===== src/rtl/hqm_mem_rst_seq_pkg.sv =====
// Shared types and constants for the memory reset/init sequencer.
// Optional INIT watchdog is enabled with HQM_MEM_RST_SEQ_TIMEOUT_EN.
package hqm_mem_rst_seq_pkg;

    typedef enum logic [1:0] {HOLD, RELEASE, INIT, DONE} hqm_mem_rst_seq_state_t;

    localparam int HQM_MEM_RST_SEQ_MAX_BANKS = 16;
    localparam int HQM_MEM_RST_SEQ_IDX_W     = $clog2(HQM_MEM_RST_SEQ_MAX_BANKS);

    function automatic int max3(input int a, input int b, input int c);
        int m;
        m = (a > b) ? a : b;
        return (m > c) ? m : c;
    endfunction

endpackage


===== src/rtl/hqm_mem_rst_seq_bank.sv =====
// Per-bank init request / done-seen flop pair with the req/done handshake.
// Watchdog abort is driven by the top only when HQM_MEM_RST_SEQ_TIMEOUT_EN is defined.
module hqm_mem_rst_seq_bank
    import hqm_mem_rst_seq_pkg::*;
(
    input  logic clk,
    input  logic rst,
    input  logic start_i,
    input  logic abort_i,
    input  logic clr_i,
    input  logic init_done_i,
    output logic init_req_o,
    output logic done_seen_o,
    output logic done_hit_o
);

    logic req_q, req_d;
    logic seen_q, seen_d;

    // init_done only counts while this bank is actually requesting
    assign done_hit_o = req_q & init_done_i;

    always_comb begin
        req_d  = req_q;
        seen_d = seen_q;
        if (clr_i) begin
            req_d  = 1'b0;
            seen_d = 1'b0;
        end else begin
            if (start_i) begin
                req_d = 1'b1;
            end else if (done_hit_o || abort_i) begin
                req_d = 1'b0;
            end
            if (done_hit_o) begin
                seen_d = 1'b1;
            end
        end
    end

    always_ff @(posedge clk) begin
        if (rst) begin
            req_q  <= 1'b0;
            seen_q <= 1'b0;
        end else begin
            req_q  <= req_d;
            seen_q <= seen_d;
        end
    end

    assign init_req_o  = req_q;
    assign done_seen_o = seen_q;

endmodule


===== src/rtl/hqm_mem_rst_seq.sv =====
// Staggered bank reset release followed by a concurrent per-bank init handshake.
// Define HQM_MEM_RST_SEQ_TIMEOUT_EN to enable the sticky INIT watchdog (timeout_err).
module hqm_mem_rst_seq
    import hqm_mem_rst_seq_pkg::*;
#(
    parameter int NUM_BANKS      = 4,
    parameter int GAP_CYCLES     = 8,
    parameter int HOLD_CYCLES    = 4,
    parameter int TIMEOUT_CYCLES = 1024
) (
    input  logic                 clk,
    input  logic                 rst,
    input  logic                 fscan_rstbypen,
    input  logic                 fscan_byprst_b,
    input  logic                 reinit_req,
    input  logic [NUM_BANKS-1:0] init_done,
    output logic [NUM_BANKS-1:0] bank_rst_n,
    output logic [NUM_BANKS-1:0] init_req,
    output logic                 mem_ready,
    output logic                 busy,
    output logic                 timeout_err
);

    localparam int CNT_W = $clog2(max3(HOLD_CYCLES, GAP_CYCLES, TIMEOUT_CYCLES) + 1);
    localparam int IDX_W = HQM_MEM_RST_SEQ_IDX_W;
    localparam logic [IDX_W-1:0] LAST_IDX = IDX_W'(NUM_BANKS - 1);

    hqm_mem_rst_seq_state_t state_q;
    logic [CNT_W-1:0]       cnt_q;
    logic [IDX_W-1:0]       idx_q;
    logic [IDX_W-1:0]       idx_nxt;
    logic [NUM_BANKS-1:0]   bank_rst_n_q;
    logic                   mem_ready_q;
    logic                   busy_q;

    logic [NUM_BANKS-1:0] req;
    logic [NUM_BANKS-1:0] seen;
    logic [NUM_BANKS-1:0] hit;
    logic                 start;
    logic                 abort;
    logic                 clr;
    logic                 all_done;

    // Banks completing this very cycle count, so mem_ready rises one cycle after the last done
    assign all_done = &(seen | hit);
    assign idx_nxt  = idx_q + 1'b1;
    assign start    = ~fscan_rstbypen & (state_q == RELEASE) & (cnt_q == '0) & (idx_q == LAST_IDX);
    assign clr      = fscan_rstbypen | ((state_q == DONE) & reinit_req);

`ifdef HQM_MEM_RST_SEQ_TIMEOUT_EN
    logic timeout_err_q;
    assign abort = ~fscan_rstbypen & (state_q == INIT) & ~all_done & (cnt_q == '0);
`else
    assign abort = 1'b0;
`endif

    for (genvar b = 0; b < NUM_BANKS; b++) begin : g_bank
        hqm_mem_rst_seq_bank u_bank (
            .clk         (clk),
            .rst         (rst),
            .start_i     (start),
            .abort_i     (abort),
            .clr_i       (clr),
            .init_done_i (init_done[b]),
            .init_req_o  (req[b]),
            .done_seen_o (seen[b]),
            .done_hit_o  (hit[b])
        );
    end

    always_ff @(posedge clk) begin
        if (rst) begin
            state_q      <= HOLD;
            cnt_q        <= '0;
            idx_q        <= '0;
            bank_rst_n_q <= '0;
            mem_ready_q  <= 1'b0;
            busy_q       <= 1'b1;
`ifdef HQM_MEM_RST_SEQ_TIMEOUT_EN
            timeout_err_q <= 1'b0;
`endif
        end else if (fscan_rstbypen) begin
            state_q      <= HOLD;
            cnt_q        <= '0;
            idx_q        <= '0;
            bank_rst_n_q <= '0;
            mem_ready_q  <= 1'b0;
            busy_q       <= 1'b1;
        end else begin
            case (state_q)
                // HOLD climbs from the cleared value so reset/bypass/reinit all restart at cycle 0
                HOLD: begin
                    if (cnt_q == CNT_W'(HOLD_CYCLES)) begin
                        state_q         <= RELEASE;
                        cnt_q           <= CNT_W'(GAP_CYCLES - 1);
                        idx_q           <= '0;
                        bank_rst_n_q[0] <= 1'b1;
                    end else begin
                        cnt_q <= cnt_q + 1'b1;
                    end
                end
                RELEASE: begin
                    if (cnt_q != '0) begin
                        cnt_q <= cnt_q - 1'b1;
                    end else if (idx_q == LAST_IDX) begin
                        state_q <= INIT;
`ifdef HQM_MEM_RST_SEQ_TIMEOUT_EN
                        cnt_q   <= CNT_W'(TIMEOUT_CYCLES - 1);
`else
                        cnt_q   <= '0;
`endif
                    end else begin
                        idx_q <= idx_nxt;
                        cnt_q <= CNT_W'(GAP_CYCLES - 1);
                        for (int k = 0; k < NUM_BANKS; k++) begin
                            if (idx_nxt == IDX_W'(k)) begin
                                bank_rst_n_q[k] <= 1'b1;
                            end
                        end
                    end
                end
                INIT: begin
                    if (all_done) begin
                        state_q     <= DONE;
                        mem_ready_q <= 1'b1;
                        busy_q      <= 1'b0;
`ifdef HQM_MEM_RST_SEQ_TIMEOUT_EN
                    end else if (cnt_q == '0) begin
                        state_q       <= DONE;
                        timeout_err_q <= 1'b1;
                        busy_q        <= 1'b0;
                    end else begin
                        cnt_q <= cnt_q - 1'b1;
`endif
                    end
                end
                DONE: begin
                    if (reinit_req) begin
                        state_q      <= HOLD;
                        cnt_q        <= '0;
                        idx_q        <= '0;
                        bank_rst_n_q <= '0;
                        mem_ready_q  <= 1'b0;
                        busy_q       <= 1'b1;
`ifdef HQM_MEM_RST_SEQ_TIMEOUT_EN
                        timeout_err_q <= 1'b0;
`endif
                    end
                end
                default: state_q <= HOLD;
            endcase
        end
    end

    // Scan bypass overrides the flopped values combinationally
    assign bank_rst_n = fscan_rstbypen ? {NUM_BANKS{fscan_byprst_b}} : bank_rst_n_q;
    assign init_req   = fscan_rstbypen ? '0 : req;
    assign mem_ready  = mem_ready_q & ~fscan_rstbypen;
    assign busy       = busy_q;
`ifdef HQM_MEM_RST_SEQ_TIMEOUT_EN
    assign timeout_err = timeout_err_q;
`else
    assign timeout_err = 1'b0;
`endif

endmodule

===== config.mk =====
export PLATFORM = sky130hd
export DESIGN_NAME = hqm_mem_rst_seq
export DESIGN_NICKNAME = d
export VERILOG_FILES = /design/src/rtl/hqm_mem_rst_seq_pkg.sv /design/src/rtl/hqm_mem_rst_seq_bank.sv /design/src/rtl/hqm_mem_rst_seq.sv
export SDC_FILE = /design/constraint.sdc
export NUM_CORES = 1
export LEC_CHECK = 0
export CORE_MARGIN = 3
export CORE_UTILIZATION = 52
export DETAILED_ROUTE_END_ITERATION = 8
export GPL_TIMING_DRIVEN = 0
export PLACE_DENSITY = 0.76
export SLEW_MARGIN = 20
export SYNTH_ARGS = -nofsm -noshare
export SYNTH_HDL_FRONTEND = slang
export SYNTH_SLANG_ARGS = --single-unit

===== constraint.sdc =====
create_clock -name clk -period 2.1 [get_ports clk]
set_clock_uncertainty 0.05 [all_clocks]
set_input_delay 0.42 -clock clk [delete_from_list [all_inputs] [get_ports clk]]
set_output_delay 0.42 -clock clk [all_outputs]
set_load 0.005 [all_outputs]

==> key figures, run 1 <==
Outcome
  – Outcome: finished, violations left
  – Failing checks: setup timing

Die
  – Starting density of the core: 0.562
  – Cell row count: 22
  – DIE WIDTH: 70.3 um
  – Core ar.: 3830 um^2
  – Ports: 20
  – Die area: 4950 um^2
  – Die Y: 70.3 um

Layout
  – Share of layout cells above drive strength 1: 0.226
  – Register area: 628 um^2
  – Layout area overhead: 30.1%
  – Multi-input gate area: 1530 um^2
  – Fin cells: 367
  – Ant diodes: 0
  – Nets: 337
  – Layout fillers: 282

Setup path
  – Worst EP arrival: 2310 ps
  – WP data required: 2210 ps
  – CP Class: reg2reg
  – Crit end category: flop
  – Startpoint types: flop
  – Worst-path maximum fanout: 6

Synth
  – Post-synthesis sequential area ratio: 0.288
  – Cell variety after synth: 59
  – Post-Syn Nets: 298
  – Synth top cells by count: dfxtp_1, a21oi_1, nand2_1
  – Syn Std Cell Area: 2150 um^2
  – Cells after Synth: 279
  – Avg Cell Area, Syn: 7.71 um^2
  – EDFF count, synth: 0
  – Most common cell in the synthesized netlist: dfxtp_1
  – Yosys top cell by area: dfxtp_1
  – Synthesis Warnings: 0
  – Synth Register Bits: 31
  – Top cell type's share of synthesized area: 0.288
  – Synth area leaders: dfxtp_1, ha_1, a21oi_1
  – Ys flop type: dfxtp_1
  – Async S/R FF share, synth: 0

Clock network
  – CTS Sinks: 31
  – CTS tree: done
  – Worst skew pair latency: 300 ps
  – Longest Clk Path Bufs: 2
  – Total CTS buffers: 5
  – Worst-path clk slew: 70 ps
  – Hold-fix buffers, CTS: 0
  – CTS root buf: clkbuf_8
  – H-tree Lvls: 2

Global routing
  – Largest net degree at the start of global routing: 11
  – First-pass GRT wire length: 9540 um
  – Tot GR Track Use: 0.236
  – Vias in the first global route: 2029
  – Initial antenna violation count: 0
  – Grt total ovfl: 0

Drt
  – Via count: 2278
  – DRT iter0 DRCs: 199
  – Drt pass-1 iters: 5
  – DR DRC count: 0
  – Final wirelength: 5950 um
  – WL/cell: 16.2 um
  – Via density: 6.21
  – Detail Route Antenna Nets: 0

Timing
  – Minimum clock period: 2200 ps
  – Final Setup Violations: 10
  – Period utilization: 1.05
  – Setup WS post-layout: -96.7 ps
  – Fmax: 455 MHz
  – Slew Limit Fails: 0
  – Final Hold Fails: 0
  – Slew @ Worst Pin: 590 ps
  – RSZ-0062 raised after global routing: yes
  – Rel. slew slack: 0.605

Placement
  – Post-Place Setup Slack: -458 ps
  – DP Cell Count: 345
  – Dpl hpwl: 3910 um
  – # port buffers: 18
  – GP Congestion: 0.905

Power and ir drop
  – Max IR drop VDD: 0.371 mV
  – Total Power: 1.32 mW
  – Power per cell area: 473 nW/um^2
  – Lkg Pwr: 1.06 nW

Hold path
  – HP Class: reg2reg

Job
  – Number of max-cap violations: 0
## registers in the layout, summed over array words and instances (netlist names)
signal	count
idx_q	4
g_bank.u_bank.done_seen_o	4
cnt_q	11
busy	1
mem_ready_q	1
g_bank.u_bank.init_req_o	4
bank_rst_n_q	4
state_q	2
## cells by family after synthesis
| family | synth area share |
|---|---|
| xor gates and xnor gates | 0.00814 |
| DFF | 0.288 |
| and+or+nand+nor | 0.309 |
| muxes | 0.0384 |
| adders and majority gates | 0.0581 |
| buffers and inverters | 0.0645 |
| other | 0.00174 |
| AOI/OAI and AO/OA | 0.232 |
## path summary, 6_finish.rpt
kind	start	endpoint	slack [ps]	cells past startpoint
setup / recovery	cnt_q[0]$_SDFFE_PP0P_	cnt_q[8]$_SDFFE_PP0P_	-100	8
hold / removal	bank_rst_n_q[3]$_SDFFE_PP0P_	bank_rst_n_q[3]$_SDFFE_PP0P_	420	2
setup reg to reg	cnt_q[0]$_SDFFE_PP0P_	cnt_q[8]$_SDFFE_PP0P_	-100	8
hold reg to reg	bank_rst_n_q[3]$_SDFFE_PP0P_	bank_rst_n_q[3]$_SDFFE_PP0P_	420	2
## critical path: stages, from the launching register on
cell	delay (ps)
dfxtp_4	360
inv_4	50
ha_4	130
or3b_4	400
or4_4	560
and2_4	200
buf_12	140
o21ai_1	70
a31oi_1	100
## placed cells by master, fill, tap and decap left out, drive strengths merged, types with 2 or more instances in the layout
cell type and n:
inv 15, nor4 3, or2 4, a21oi 24
o211ai 2, nand3 11, nor2 20, and2 4
mux2i 6, a31o 2, buf 20, or3b 3
nand3b 3, a211oi 4, and3 2, a31oi 9
clkdlybuf4s50 14, nor2b 6, nand2 23, nor3 12
o22ai 2, nor3b 4, dfxtp 31, ha 10
o21ai 20, nand2b 7, mux2 2, or4 4
nand4 6, o41ai 3, or3 8, dlymetal6s2s 3
clkbuf 17
## per-stage QoR
stage,utilization,cell area (um^2),setup TNS (ps),hold slack (ps)
floorplan,-,2190,-164,374
global placement,0.634,2430,-6680,385
detailed placement,0.634,2430,-6540,399
CTS,0.692,2650,-106,420
global route,0.732,2800,-1130,439
finish,0.732,2800,-488,419
## timing repair
item                       CTS  global route
setup endpoints to repair   25            24
setup buffers                8             8
resized for setup           15            28
pin swaps                    8            11
## cell type report
class | count | share of cell area
buffer | 13 | 0.0295
clock buffer | 7 | 0.0384
clock inverter | 1 | 0.00179
inverter | 15 | 0.0219
multi-input combinational | 218 | 0.547
sequential | 31 | 0.224
tap | 48 | 0.0214
timing repair buffer | 34 | 0.115
## power breakdown
group / switching [mW] / internal (mW)
sequential: 0.00283 / 0.589
clock: 0.256 / 0.336
combinational: 0.0730 / 0.0678
## per-layer routing
| metal | wire length [um] | track usage |
|---|---|---|
| met5 | 0 | 0 |
| met4 | 88 | 0.100 |
| met2 | 2820 | 0.351 |
| met3 | 463 | 0.0446 |
| met1 | 2580 | 0.330 |
Note: power is estimated with default switching activity, not from simulation.
==> run 2, diff against run 1 <==
--- a/config.mk
+++ b/config.mk
@@ -6,10 +6,9 @@
 export NUM_CORES = 1
 export LEC_CHECK = 0
 export CORE_MARGIN = 3
-export CORE_UTILIZATION = 52
+export CORE_UTILIZATION = 38
 export DETAILED_ROUTE_END_ITERATION = 8
 export GPL_TIMING_DRIVEN = 0
-export PLACE_DENSITY = 0.76
 export SLEW_MARGIN = 20
 export SYNTH_ARGS = -nofsm -noshare
 export SYNTH_HDL_FRONTEND = slang
==> run 2 against run 1 <==
  * The flow still finishes with violations (setup timing)
  * Cell count grew 5.4%
  * Non-clock buffer count shrank 2
  * Clock-buffer cell count is the same
  * First-iteration DRC count shrank 47%
  * Critical path depth is the same
  * Die area grew 33%
  * Core utilization shrank 21 points
  * Worst setup slack gained 27 ps
  * Sequential share of layout area grew 0.070 points
  * Via count shrank 4.0%
  * Combinational power shrank 4%
  * Largest power group unchanged
==> key figures, run 2 (synthesis gave the netlist of run 1 again) <==
Job
  – Number of max-cap violations: 0 (unchanged)

Clock network
  – Total CTS buffers: 5 (unchanged)
  – CTS Sinks: 31 (unchanged)
  – CTS tree: done
  – Longest Clk Path Bufs: 2 (unchanged)
  – H-tree Lvls: 2 (unchanged)
  – CTS root buf: clkbuf_8
  – Hold-fix buffers, CTS: 0 (unchanged)
  – Worst-path clk slew: 70 ps (about the same)
  – Worst skew pair latency: 270 ps (-30 ps)

Setup path
  – CP Class: reg2reg
  – WP data required: 2220 ps (about the same)
  – Crit end category: flop
  – Slowest-stage cell, CP: or4_4
  – Worst EP arrival: 2290 ps (-20 ps)
  – Startpoint types: flop
  – Crit path cell chain: inv_4 > ha_4 > or3b_4 > or4_4 > buf_6 > a21oi_2 > o21ai_1 > a31o_1
  – CP Buf/Inv Count: 2 (unchanged)
  – Worst-path maximum fanout: 3 (-3)
  – Crit path largest cell delay: 570 ps (about the same)
  – Delay-heaviest family, CP: simple AND/OR/NAND/NOR gates

Timing
  – Fmax: 461 MHz (+1.2%)
  – Final Hold Fails: 0 (unchanged)
  – Period utilization: 1.03 (-0.0128)
  – Slew Limit Fails: 0 (unchanged)
  – Final Setup Violations: 7 (-3)
  – Setup TNS: -290 ps (+198 ps)
  – Setup WS post-layout: -69.7 ps (+27.0 ps)
  – Minimum clock period: 2170 ps (-27.0 ps)
  – Rel. slew slack: 0.583 (-0.0220)
  – RSZ-0062 raised after global routing: yes
  – Slew @ Worst Pin: 625 ps (+35.2 ps)

Die
  – Starting density of the core: 0.406 (-0.157)
  – DIE WIDTH: 81.3 um (+16%)
  – Die Y: 81.3 um (+16%)
  – Ports: 20 (unchanged)
  – Core ar.: 5300 um^2 (+39%)
  – Cell row count: 26 (+18%)
  – Die area: 6600 um^2 (+33%)

Outcome
  – Failing checks: setup timing
  – Outcome: finished, violations left

Drt
  – Final wirelength: 5800 um (-2.5%)
  – DRT iter0 DRCs: 105 (-47%)
  – Via density: 5.65 (-9.0%)
  – Detail Route Antenna Nets: 0 (unchanged)
  – WL/cell: 15.0 um (-7.6%)
  – DR DRC count: 0 (unchanged)
  – Via count: 2186 (-4.0%)
  – Drt pass-1 iters: 5 (unchanged)

Global routing
  – Grt total ovfl: 0 (unchanged)
  – Tot GR Track Use: 0.185 (-0.0512)
  – First-pass GRT wire length: 9580 um (+0.44%)
  – Largest net degree at the start of global routing: 11 (unchanged)
  – Vias in the first global route: 1929 (-4.9%)
  – Initial antenna violation count: 0 (unchanged)

Placement
  – DP Area: 2450 um^2 (+1.1%)
  – Dpl hpwl: 4020 um (+2.8%)
  – GP Congestion: 0.861 (-4.9%)
  – # port buffers: 18 (unchanged)

Layout
  – Share of layout cells above drive strength 1: 0.211 (-0.0143)
  – Nets: 335 (-0.59%)
  – Largest Register: cnt_q
  – Layout fillers: 497 (+76%)
  – Layout area overhead: 29.7%
  – Commonest non-fill, non-tap cell in the layout: dfxtp_1
  – Most frequent cells in the layout: dfxtp_1, nand2_1, a21oi_1
  – Max reg flops: 11 (unchanged)
  – Ant diodes: 0 (unchanged)
  – Design area: 2790 um^2 (-0.31%)

Power and ir drop
  – Max IR drop VDD: 0.341 mV (-8.0%)
  – Power per cell area: 463 nW/um^2 (-2.2%)
  – Lkg Pwr: 1.03 nW (-3.3%)

Hold path
  – HP Class: reg2reg
run 2: worst paths after layout:
kind                            cells past startpoint                           end                          from  slack [ps]
worst max-delay path                                8         cnt_q[3]$_SDFFE_PP0P_         cnt_q[1]$_SDFFE_PP0P_         -70
worst max register to register                      8         cnt_q[3]$_SDFFE_PP0P_         cnt_q[1]$_SDFFE_PP0P_         -70
worst min-delay path                                2  bank_rst_n_q[3]$_SDFFE_PP0P_  bank_rst_n_q[3]$_SDFFE_PP0P_         420
worst min register to register                      2  bank_rst_n_q[3]$_SDFFE_PP0P_  bank_rst_n_q[3]$_SDFFE_PP0P_         420
run 2: through the flow:
step,utilization,total power [mW],worst slack [ps],hold WS [ps],cells
final,0.526,1.29,-69.7,421,387
after global routing,0.526,1.35,-128,456,387
after CTS,0.508,1.30,-39.2,425,382
after detailed placement,0.463,0.718,-467,403,367
after global placement,0.463,0.720,-479,387,367
after floorplan,-,0.673,-79.4,374,279
run 2: cell type report:
type,instances,area (um^2),area share
buffer,13,82.6,0.0296
clock buffer,7,108,0.0385
clock inverter,1,5.00,0.00179
inverter,15,61.3,0.0220
multi-input combinational,218,1520,0.545
sequential,31,628,0.225
tap,70,87.6,0.0314
timing repair buffer,32,297,0.106
run 2: timing repair:
item,CTS,global route
pin swaps,7,11
gates cloned,0,0
endpoints found under the setup margin,32,25
setup buffers,8,6
resized for setup,20,18
run 2: tightest hold or removal path, delay by kind of cell, from the launching register on:
family | cells | cell delay (ps)
flops | 1 | 310
simple gates | 1 | 50
mux | 1 | 60
run 2: layer usage:
layer	vias up	global-route usage	wire (um)	share of wire
met5	-	0	0	0
met4	0	0.0490	51	0.0088
met3	4	0.0344	228	0.039
met2	54	0.285	2760	0.48
met1	1031	0.263	2760	0.48
li1	1097	-	-	-
run 2: where the power goes:
part / switching [mW] / internal [mW] / total (mW) / leakage, nW
clock: 0.228 / 0.336 / 0.564 / 0.0594
sequential: 0.00265 / 0.589 / 0.592 / 0.251
combinational: 0.0715 / 0.0640 / 0.136 / 0.716
==> run 3, diff against run 2 <==
--- a/config.mk
+++ b/config.mk
@@ -5,7 +5,7 @@
 export SDC_FILE = /design/constraint.sdc
 export NUM_CORES = 1
 export LEC_CHECK = 0
-export CORE_MARGIN = 3
+export CORE_MARGIN = 2
 export CORE_UTILIZATION = 38
 export DETAILED_ROUTE_END_ITERATION = 8
 export GPL_TIMING_DRIVEN = 0
==> run 3 against run 2 <==
  * The run still ends with setup timing left
  * Combinational power up 7%
  * First-iteration DRC count rose by 28%
  * Worst hold slack worse by 6.8 ps
  * Wire length is 4.7% higher
  * Via count is 0.87% higher
  * Critical path depth is 1 lower
  * Flip-flop and latch count is the same
  * Non-clock buffer count increased by 3
  * Design area increased by 0.63%
  * Total power up 4.8%
  * Critical path type unchanged
  * Critical endpoint is now idx_q[3]$_SDFFE_PP0P_
  * Largest cell class unchanged
==> key figures, run 3 (synthesis gave the netlist of run 1 again) <==
Die
  – DIE WIDTH: 79.3 um (-2.5%)
  – Core ar.: 5470 um^2 (+3.2%)
  – Die Y: 79.3 um (-2.5%)
  – Ports: 20 (unchanged)
  – Starting density of the core: 0.393 (-0.0126)
  – Die area: 6280 um^2 (-4.9%)
  – Cell row count: 27 (+3.8%)

Setup path
  – Crit path largest cell delay: 440 ps (-130 ps)
  – CP Buf/Inv Count: 1 (-1)
  – Crit path cell chain: inv_4 > ha_4 > or3b_4 > o41ai_4 > nand3b_4 > or4_4 > o22ai_2
  – Worst-path maximum fanout: 6 (+3)
  – Delay-heaviest family, CP: simple AND/OR/NAND/NOR gates
  – CP Class: reg2reg
  – Crit end category: flop
  – Startpoint types: flop
  – Slowest-stage cell, CP: or4_4
  – WP data required: 2260 ps (+40 ps)
  – Worst EP arrival: 2360 ps (+70 ps)

Timing
  – Slew Limit Fails: 0 (unchanged)
  – Minimum clock period: 2190 ps (+24.1 ps)
  – Final Setup Violations: 8 (+1)
  – RSZ-0062 raised after global routing: yes
  – Setup WS post-layout: -93.8 ps (-24.1 ps)
  – Slew @ Worst Pin: 625 ps (-0.527 ps)
  – Fmax: 456 MHz (-1.1%)
  – Final Hold Fails: 0 (unchanged)
  – Rel. slew slack: 0.584 (about the same)
  – Period utilization: 1.04 (+0.0115)

Layout
  – Layout area overhead: 30.5%
  – Largest Register: cnt_q
  – Layout fillers: 530 (+6.6%)
  – Max reg flops: 11 (unchanged)
  – Multi-input gate area: 1520 um^2 (-0.33%)
  – Register area: 628 um^2 (unchanged)
  – Most frequent cells in the layout: dfxtp_1, nand2_1, a21oi_1
  – Ant diodes: 0 (unchanged)
  – Commonest non-fill, non-tap cell in the layout: dfxtp_1
  – Util after Layout: 0.513 (-0.0132)
  – Nets: 338 (+0.90%)
  – Share of layout cells above drive strength 1: 0.216 (+0.00427)

Drt
  – Final wirelength: 6070 um (+4.7%)
  – Via density: 5.63 (-0.42%)
  – DR DRC count: 0 (unchanged)
  – Via count: 2205 (+0.87%)
  – DRT iter0 DRCs: 134 (+28%)
  – Drt pass-1 iters: 5 (unchanged)
  – WL/cell: 15.5 um (+3.3%)
  – Detail Route Antenna Nets: 0 (unchanged)

Outcome
  – Failing checks: setup timing
  – Outcome: finished, violations left

Clock network
  – CTS root buf: clkbuf_8
  – CTS tree: done
  – CTS Sinks: 31 (unchanged)
  – H-tree Lvls: 2 (unchanged)
  – Longest Clk Path Bufs: 2 (unchanged)
  – Total CTS buffers: 5 (unchanged)
  – Worst-path clk slew: 70 ps (about the same)
  – Worst skew pair latency: 280 ps (about the same)
  – Hold-fix buffers, CTS: 0 (unchanged)

Placement
  – Post-Place Setup Slack: -522 ps (-55.1 ps)
  – GP Congestion: 0.837 (-2.8%)
  – # port buffers: 18 (unchanged)
  – Dpl hpwl: 4240 um (+5.4%)

Job
  – Number of max-cap violations: 0 (unchanged)

Global routing
  – Grt total ovfl: 0 (unchanged)
  – Initial antenna violation count: 0 (unchanged)
  – Tot GR Track Use: 0.203 (+0.0177)
  – Vias in the first global route: 2096 (+8.7%)
  – Largest net degree at the start of global routing: 11 (unchanged)
  – First-pass GRT wire length: 10100 um (+5.2%)

Hold path
  – HP Class: reg2reg

Power and ir drop
  – Max IR drop VDD: 0.340 mV (-0.50%)
  – Lkg Pwr: 1.04 nW (+0.92%)
  – Power per cell area: 482 nW/um^2 (+4.1%)
==> run 3: layout make-up <==
| cell class | count | share of cell area |
|---|---|---|
| well taps | 72 | 0.0321 |
| multi-input cells | 218 | 0.540 |
| clock inverters | 2 | 0.0125 |
| clock buffers | 6 | 0.0294 |
| plain buffers | 13 | 0.0290 |
| repair buffers | 35 | 0.112 |
| inverters | 15 | 0.0209 |
| flip-flops and latches | 31 | 0.224 |
==> run 3: per-layer routing <==
metal  track usage  routed length (um)  up-vias
li1              -                   -     1093
met1         0.269                2760     1056
met2         0.339                2980       46
met3        0.0318                 249       10
met4        0.0586                  70        0
met5             0                   0        -
==> run 3: repair_timing <==
action | in CTS | in global routing
pin swaps | 6 | 5
buffers inserted | 11 | 6
setup endpoints to repair | 31 | 29
gates resized for setup | 20 | 15
==> run 3: worst paths after layout <==
check | slack [ps] | to | cells after the start | start
setup / recovery | -90 | idx_q[3]$_SDFFE_PP0P_ | 7 | cnt_q[1]$_SDFFE_PP0P_
hold / removal | 410 | g_bank[1].u_bank.done_seen_o$_SDFFE_PP0P_ | 2 | g_bank[1].u_bank.done_seen_o$_SDFFE_PP0P_
setup reg to reg | -90 | idx_q[3]$_SDFFE_PP0P_ | 7 | cnt_q[1]$_SDFFE_PP0P_
hold reg to reg | 410 | g_bank[1].u_bank.done_seen_o$_SDFFE_PP0P_ | 2 | g_bank[1].u_bank.done_seen_o$_SDFFE_PP0P_
==> run 3: metrics by stage <==
| step | hold slack [ps] | instance area [um^2] | cells | power (mW) | TNS [ps] |
|---|---|---|---|---|---|
| after floorplan | 374 | 2190 | 279 | 0.673 | -164 |
| after detailed placement | 394 | 2460 | 369 | 0.722 | -8350 |
| after global placement | 394 | 2460 | 369 | 0.722 | -8200 |
| after global routing | 428 | 2810 | 392 | 1.41 | -1120 |
| after CTS | 420 | 2730 | 387 | 1.36 | -215 |
| final | 414 | 2810 | 392 | 1.35 | -371 |
==> run 3: tightest hold or removal path, cell delays in order, from the launching register on <==
cell     delay (ps)
dfxtp_1         310
a21oi_1          50
nor2_1           70
==> run 3: where the power goes <==
| part | switching (mW) | leakage (nW) | internal [mW] |
|---|---|---|---|
| Combinational | 0.0746 | 0.724 | 0.0704 |
| Clock | 0.233 | 0.0612 | 0.384 |
| Sequential | 0.00212 | 0.251 | 0.589 |
